<file path="config.mk">
export PLATFORM = sky130hd
export DESIGN_NAME = x_req_arbiter
export DESIGN_NICKNAME = d
export VERILOG_FILES = /design/src/rtl/x_req_arbiter.sv
export SDC_FILE = /design/constraint.sdc
export NUM_CORES = 2
export LEC_CHECK = 0
export ABC_AREA = 0
export ABC_CLOCK_PERIOD_IN_PS = 35100
export CAP_MARGIN = 5
export CELL_PAD_IN_SITES_DETAIL_PLACEMENT = 1
export CELL_PAD_IN_SITES_GLOBAL_PLACEMENT = 1
export CORE_MARGIN = 2
export CORE_UTILIZATION = 55
export DETAILED_ROUTE_END_ITERATION = 8
export MAX_ROUTING_LAYER = met4
export PLACE_DENSITY = 0.83
export SKIP_CTS_REPAIR_TIMING = 1
export SYNTH_ARGS = -nofsm -noshare
export SYNTH_HDL_FRONTEND = slang
export SYNTH_SLANG_ARGS = --single-unit
</file>
<file path="constraint.sdc">
create_clock -name clk -period 35.1 [get_ports clk]
set_clock_uncertainty 0.1 [all_clocks]
set_input_delay 5.265 -clock clk [delete_from_list [all_inputs] [get_ports clk]]
set_output_delay 5.265 -clock clk [all_outputs]
set_load 0.05 [all_outputs]
</file>
<file path="src/rtl/x_req_arbiter.sv">
// x_req_arbiter: shares one memory read port among NUM_PE request queues
// with round-robin issue and in-order response routing by tag.
module x_req_arbiter #(
    parameter int NUM_PE                = 4,
    parameter int LOG2_NUM_PE           = 2,
    parameter int REQ_BUF_DEPTH         = 8,
    parameter int REQ_ALMOST_FULL_SLACK = 4,
    parameter int TAG_FIFO_DEPTH        = 512
) (
    input  logic                 clk,
    input  logic                 rst,
    input  logic [NUM_PE-1:0]    req_mem,
    input  logic [48*NUM_PE-1:0] req_mem_addr,
    output logic [NUM_PE-1:0]    req_almost_full,
    output logic [NUM_PE-1:0]    rsp_mem_push,
    output logic [63:0]          rsp_mem_q,
    output logic                 mc_req,
    output logic [47:0]          mc_req_addr,
    input  logic                 mc_req_stall,
    input  logic                 mc_rsp_push,
    input  logic [63:0]          mc_rsp_q,
    output logic                 error
);
    localparam int QAW = $clog2(REQ_BUF_DEPTH);
    localparam int TAW = $clog2(TAG_FIFO_DEPTH);
    localparam logic [0:0] IDLE = 1'b0;
    localparam logic [0:0] ARB  = 1'b1;
    localparam logic [QAW:0] Q_FULL = (QAW+1)'(REQ_BUF_DEPTH);
    localparam logic [QAW:0] AF_LVL =
        (QAW+1)'(REQ_BUF_DEPTH - REQ_ALMOST_FULL_SLACK);
    localparam logic [TAW:0] T_FULL = (TAW+1)'(TAG_FIFO_DEPTH);

    logic [47:0]            q_mem [NUM_PE][REQ_BUF_DEPTH];
    logic [QAW-1:0]         q_wr [NUM_PE];
    logic [QAW-1:0]         q_rd [NUM_PE];
    logic [QAW:0]           q_cnt [NUM_PE];
    logic [QAW:0]           q_cnt_n [NUM_PE];
    logic [NUM_PE-1:0]      q_ne, q_ne_n, q_full, q_push, q_pop;

    logic [LOG2_NUM_PE-1:0] tag_mem [TAG_FIFO_DEPTH];
    logic [TAW-1:0]         tag_wr, tag_rd;
    logic [TAW:0]           tag_cnt;
    logic                   tag_pop, tag_full, tag_empty;

    logic [0:0]             state, state_n;
    logic [LOG2_NUM_PE-1:0] last_grant, win, idx;
    logic                   found, issue, err_n;

    // Search starts just past the last winner; k = NUM_PE wraps onto it.
    always_comb begin
        win   = last_grant;
        found = 1'b0;
        idx   = '0;
        for (int k = 1; k <= NUM_PE; k++) begin
            idx = last_grant + LOG2_NUM_PE'(k);
            if (!found && q_ne[idx]) begin
                win   = idx;
                found = 1'b1;
            end
        end
    end

    // A same-cycle response frees a tag slot before the issue needs one.
    always_comb begin
        tag_empty = tag_cnt == '0;
        tag_full  = tag_cnt == T_FULL;
        tag_pop   = mc_rsp_push && !tag_empty;
        issue     = (state == ARB) && found && !mc_req_stall
                    && (!tag_full || tag_pop);
        for (int i = 0; i < NUM_PE; i++) begin
            q_ne[i]    = q_cnt[i] != '0;
            q_full[i]  = q_cnt[i] == Q_FULL;
            q_push[i]  = req_mem[i] && !q_full[i];
            q_pop[i]   = issue && (win == LOG2_NUM_PE'(i));
            q_cnt_n[i] = q_cnt[i] + (QAW+1)'(q_push[i])
                         - (QAW+1)'(q_pop[i]);
            q_ne_n[i]  = q_cnt_n[i] != '0;
        end
        state_n = (|q_ne_n) ? ARB : IDLE;
        err_n   = error | (|(req_mem & q_full))
                  | (mc_rsp_push && tag_empty);
    end

    always_ff @(posedge clk) begin
        for (int i = 0; i < NUM_PE; i++)
            if (q_push[i])
                q_mem[i][q_wr[i]] <= req_mem_addr[48*i +: 48];
        if (issue)
            tag_mem[tag_wr] <= win;
    end

    always_ff @(posedge clk or negedge rst) begin
        if (!rst) begin
            for (int i = 0; i < NUM_PE; i++) begin
                q_wr[i]  <= '0;
                q_rd[i]  <= '0;
                q_cnt[i] <= '0;
            end
            tag_wr          <= '0;
            tag_rd          <= '0;
            tag_cnt         <= '0;
            state           <= IDLE;
            last_grant      <= LOG2_NUM_PE'(NUM_PE - 1);
            mc_req          <= 1'b0;
            mc_req_addr     <= '0;
            rsp_mem_push    <= '0;
            rsp_mem_q       <= '0;
            req_almost_full <= '0;
            error           <= 1'b0;
        end else begin
            for (int i = 0; i < NUM_PE; i++) begin
                if (q_push[i])
                    q_wr[i] <= q_wr[i] + QAW'(1);
                if (q_pop[i])
                    q_rd[i] <= q_rd[i] + QAW'(1);
                q_cnt[i]           <= q_cnt_n[i];
                req_almost_full[i] <= q_cnt_n[i] >= AF_LVL;
            end
            state  <= state_n;
            mc_req <= issue;
            if (issue) begin
                last_grant  <= win;
                mc_req_addr <= q_mem[win][q_rd[win]];
                tag_wr      <= tag_wr + TAW'(1);
            end
            if (tag_pop) begin
                tag_rd       <= tag_rd + TAW'(1);
                rsp_mem_push <= NUM_PE'(1) << tag_mem[tag_rd];
                rsp_mem_q    <= mc_rsp_q;
            end else begin
                rsp_mem_push <= '0;
            end
            tag_cnt <= tag_cnt + (TAW+1)'(issue) - (TAW+1)'(tag_pop);
            error   <= err_n;
        end
    end
endmodule

</file>
==> metrics.txt <==
status finished, final reports clean; register area share after synthesis around 74%; pwr dens ~110 mW/mm^2; Starting Density between 50% and 60%; iteration-0 DRC count of the detailed router a little over 10000; Post-synth EDFFs between 2000 and 3000; die span in y approximately 450 microns; Port Buf Inserts 385; H-tree depth 5; Worst slew margin around 2.5%; Clock Sinks 2753; area share of the largest cell type after synthesis ~70%; largest net degree at the start of global routing 264; kind of critical path in2reg; ANT nets after route 0; CP max stage delay approximately 0.72 ns; dominant cells by area after synthesis edfxtp_1 69%, nand2_1 6.5%, mux4_2 4.6%, dfrtp_1 4.3%, nand3_1 2.7%; antenna violations before repair 70; synth unique cells 74; setup TNS 0 ns; row count ~160; final wirelength between 300000 and 400000 microns; Ys Warns 0; cell repeated most along the worst path inv_1; post-synthesis instance area ~0.11 sq mm; Setup Viol. Count Final 0; cells along the critical path clkdlybuf4s50_1 -> nand2_1 -> a31o_4 -> buf_4 -> nor3_1 -> ha_1 -> inv_1 -> ha_1 -> inv_1 -> fa_1 -> inv_1 -> or4_1 -> or3_1 -> or4_1; reg2reg start q_cnt[10]; Slew Limit Fails 0; register share of total power between 30% and 40%; #FFs+latches synth roughly 2800; FF-to-FF setup slack 28.14 ns; CTS Buf Count ~300; Initial DRT Pass Iterations 7; Avg Inst Size Synth approximately 14 sq um; Worst-Skew Late Latency about 0.96 ns; worst setup path endpoint state; fin area about 0.13 sq mm; clk root buf clkbuf_16; RSZ-0062 raised after global routing no; CORE AREA ~0.2 sq mm; worst r2r path cells 16; die width 453.3 microns; maximum VDD drop ~0.17 mV; Layout area overhead 14.03%; internal power between 0.007 and 0.008 W; Least-Margin Pin Slew roughly 1.5 ns; post-synth top area cell edfxtp_1; worst-path fanout max 33; number of global-route vias before repair around 79000; Avg WL per Cell between 30 and 40 microns; die footprint 0.2055 sq mm; Clk pwr share a little under a quarter; first-pass GRT wire length roughly 540000 microns; met1 usage 43.08%; met2 layer usage reported by global route about three fifths; Mapped Nets 8292; HPWL after DPL ~210000 microns; GP Congestion 0.8784; via count 74906; min Tclk post-route between 9 and 10 ns; Pleak 43.08 nW; DRC 0; grt met3 use 7.407%; Post-Syn Instances about 8000; Sw Share between 40% and 50%; Max Fclk about 110 MHz; prevailing post-synth register cell edfxtp_1; fin nets 8587; CP startpoint kind input pin; Crit. End Element flip-flop; Hold Fails Final Rpt 0; ys async rst share under 10%; clock transition at the registers of the reported paths roughly 0.060 ns; placed cell area around 0.12 sq mm; sequential cell area around 0.082 sq mm; Slowest-stage cell, CP buf_4; crit path from mc_rsp_push; CTS tree done; crit path DAT 10.11 ns; Worst R2R End mc_req_addr[18]; combinational power share between 40% and 50%; Max Cap Viol 0; grt ovf 0; vias per cell 6.684; I/O pin cnt just under 400; Net Sw Power ~0.0057 W; share of layout cells above drive strength 1 between 10% and 20%; Required @ worst endpoint around 36 ns; clock tree buffer depth 4; busiest grt layer met2; Multi-input gate area around 0.027 sq mm; crit share post-route between 20% and 30%; GRT Overall Usage 37.28%; Fillers 18470; worst hold path type reg2reg
==> worst min path at each step <==
| stage | start | endpoint | slack (ns) | cells past startpoint |
|---|---|---|---|---|
| global placement | q_rd[5] | q_rd[5] | 0.36 | 1 |
| global route | q_rd[5] | q_rd[5] | 0.39 | 1 |
| detailed placement | q_rd[5] | q_rd[5] | 0.36 | 1 |
| floorplan | q_rd[11] | q_rd[11] | 0.34 | 1 |
| finish | error | error | 0.37 | 2 |
| CTS | q_rd[5] | q_rd[5] | 0.37 | 1 |
==> sequential cells by signal, summed over array words and instances, names as in the netlist, 2 cells and up <==
signal	cells
tag_rd	9
tag_cnt	10
q_rd	12
q_cnt	16
rsp_mem_push	4
req_almost_full	4
tag_mem	1024
rsp_mem_q	64
tag_wr	9
last_grant	2
q_mem	1536
mc_req_addr	48
q_wr	12
==> critical path, delay by kind of cell <==
kind / cells / cell delay, ns
compound gates: 1 / 0.66
fa+ha+maj: 3 / 1.00
buf+inv: 5 / 1.33
simple gates: 5 / 1.76
==> stage by stage <==
| stage | setup slack, ns | power [W] | util, % | cells | hold WS (ns) |
|---|---|---|---|---|---|
| finish | 25.69 | 0.01333 | 63.23 | 11207 | 0.3736 |
| floorplan | 23.52 | 0.008242 | - | 7971 | 0.3441 |
| global route | 25.56 | 0.01375 | 63.22 | 11200 | 0.3873 |
| detailed placement | 24.84 | 0.009983 | 58.58 | 10623 | 0.3622 |
| CTS | 25.83 | 0.01312 | 63.14 | 11133 | 0.3744 |
| global placement | 24.94 | 0.009645 | 58.58 | 10623 | 0.3614 |
==> cells in the mapped netlist, types with 3 or more instances <==
cell type / number
dfrtp_1: 191
o21ai_1: 95
ha_1: 52
a22o_1: 8
o221ai_1: 59
clkbuf_1: 307
mux2_2: 89
xor2_1: 17
buf_6: 18
nor2b_1: 12
nand2_1: 1911
o21bai_1: 4
or4_1: 3
buf_2: 134
a31oi_1: 8
a311oi_1: 3
a221oi_1: 8
o21ai_0: 121
buf_4: 36
fa_1: 5
a22oi_1: 28
nor3_1: 23
a21o_1: 5
and3_1: 6
inv_1: 57
and2_1: 7
xnor2_1: 27
o211ai_1: 100
a21oi_1: 421
nor2_1: 580
a211oi_1: 12
nor3b_1: 5
o22ai_1: 14
mux2i_1: 104
mux4_2: 225
nand3_1: 602
nand4_1: 6
or2_2: 6
edfxtp_1: 2560
a2111oi_0: 5
buf_1: 29
nand2b_1: 18
==> metal layers <==
metal | share of wire [%] | up-vias
met4 | 7.9 | 0
met5 | 0 | -
met1 | 33 | 37898
met3 | 10 | 1680
li1 | - | 29868
met2 | 49 | 5460
==> logic make-up (layout without fill, tap and decap cells) <==
family	after synthesis	after routing	share of synthesized area (%)
simple gates	3194	3194	11.72
flops	2753	2753	73.57
compound gates	918	918	4.877
buf+inv	585	1091	2.374
mux	420	420	6.430
fa+ha+maj	57	57	0.6760
xor+xnor	44	44	0.3470
other cells	0	74	0
==> cell type report <==
class                           instances  share of cell area, %
Inverter                               61                 0.2006
Tap cell                             2656                  2.624
Multi-Input combinational cell       4633                  21.35
Clock buffer                          412                  6.486
Clock inverter                         98                 0.7232
Antenna cell                           74                 0.1462
Timing Repair Buffer                  520                  3.936
Sequential cell                      2753                  64.53
==> layout by cell type (no fill, tap or decap), types with 17 or more instances in the layout <==
cell and count:
nand3_1 602, mux2i_1 104, o221ai_1 59, clkinv_1 47, nand2b_1 18, clkbuf_16 304, o21ai_1 95, clkbuf_8 20
diode_2 74, bufinv_16 18, nand2_1 1894, nor2_4 24, mux2_2 89, o21ai_0 121, nor2_1 556, clkdlybuf4s50_1 384
ha_1 52, clkinv_2 27, buf_4 126, o211ai_1 100, dfrtp_1 187, a21oi_1 421, xor2_1 17, inv_1 57
xnor2_1 27, edfxtp_1 2560, clkbuf_1 88, a22oi_1 28, mux4_2 225
==> power by group through the flow <==
stage | clock, W | combinational (W) | sequential [W]
6_report | 0.00307 | 0.00570 | 0.00457
3_5_place_dp | 0 | 0.00538 | 0.00460
4_1_cts | 0.00306 | 0.00553 | 0.00454
2_1_floorplan | 0 | 0.00346 | 0.00478
5_1_grt | 0.00318 | 0.00599 | 0.00457
3_3_place_gp | 0 | 0.00508 | 0.00457
No activity file was read; power rests on OpenSTA's default activity.
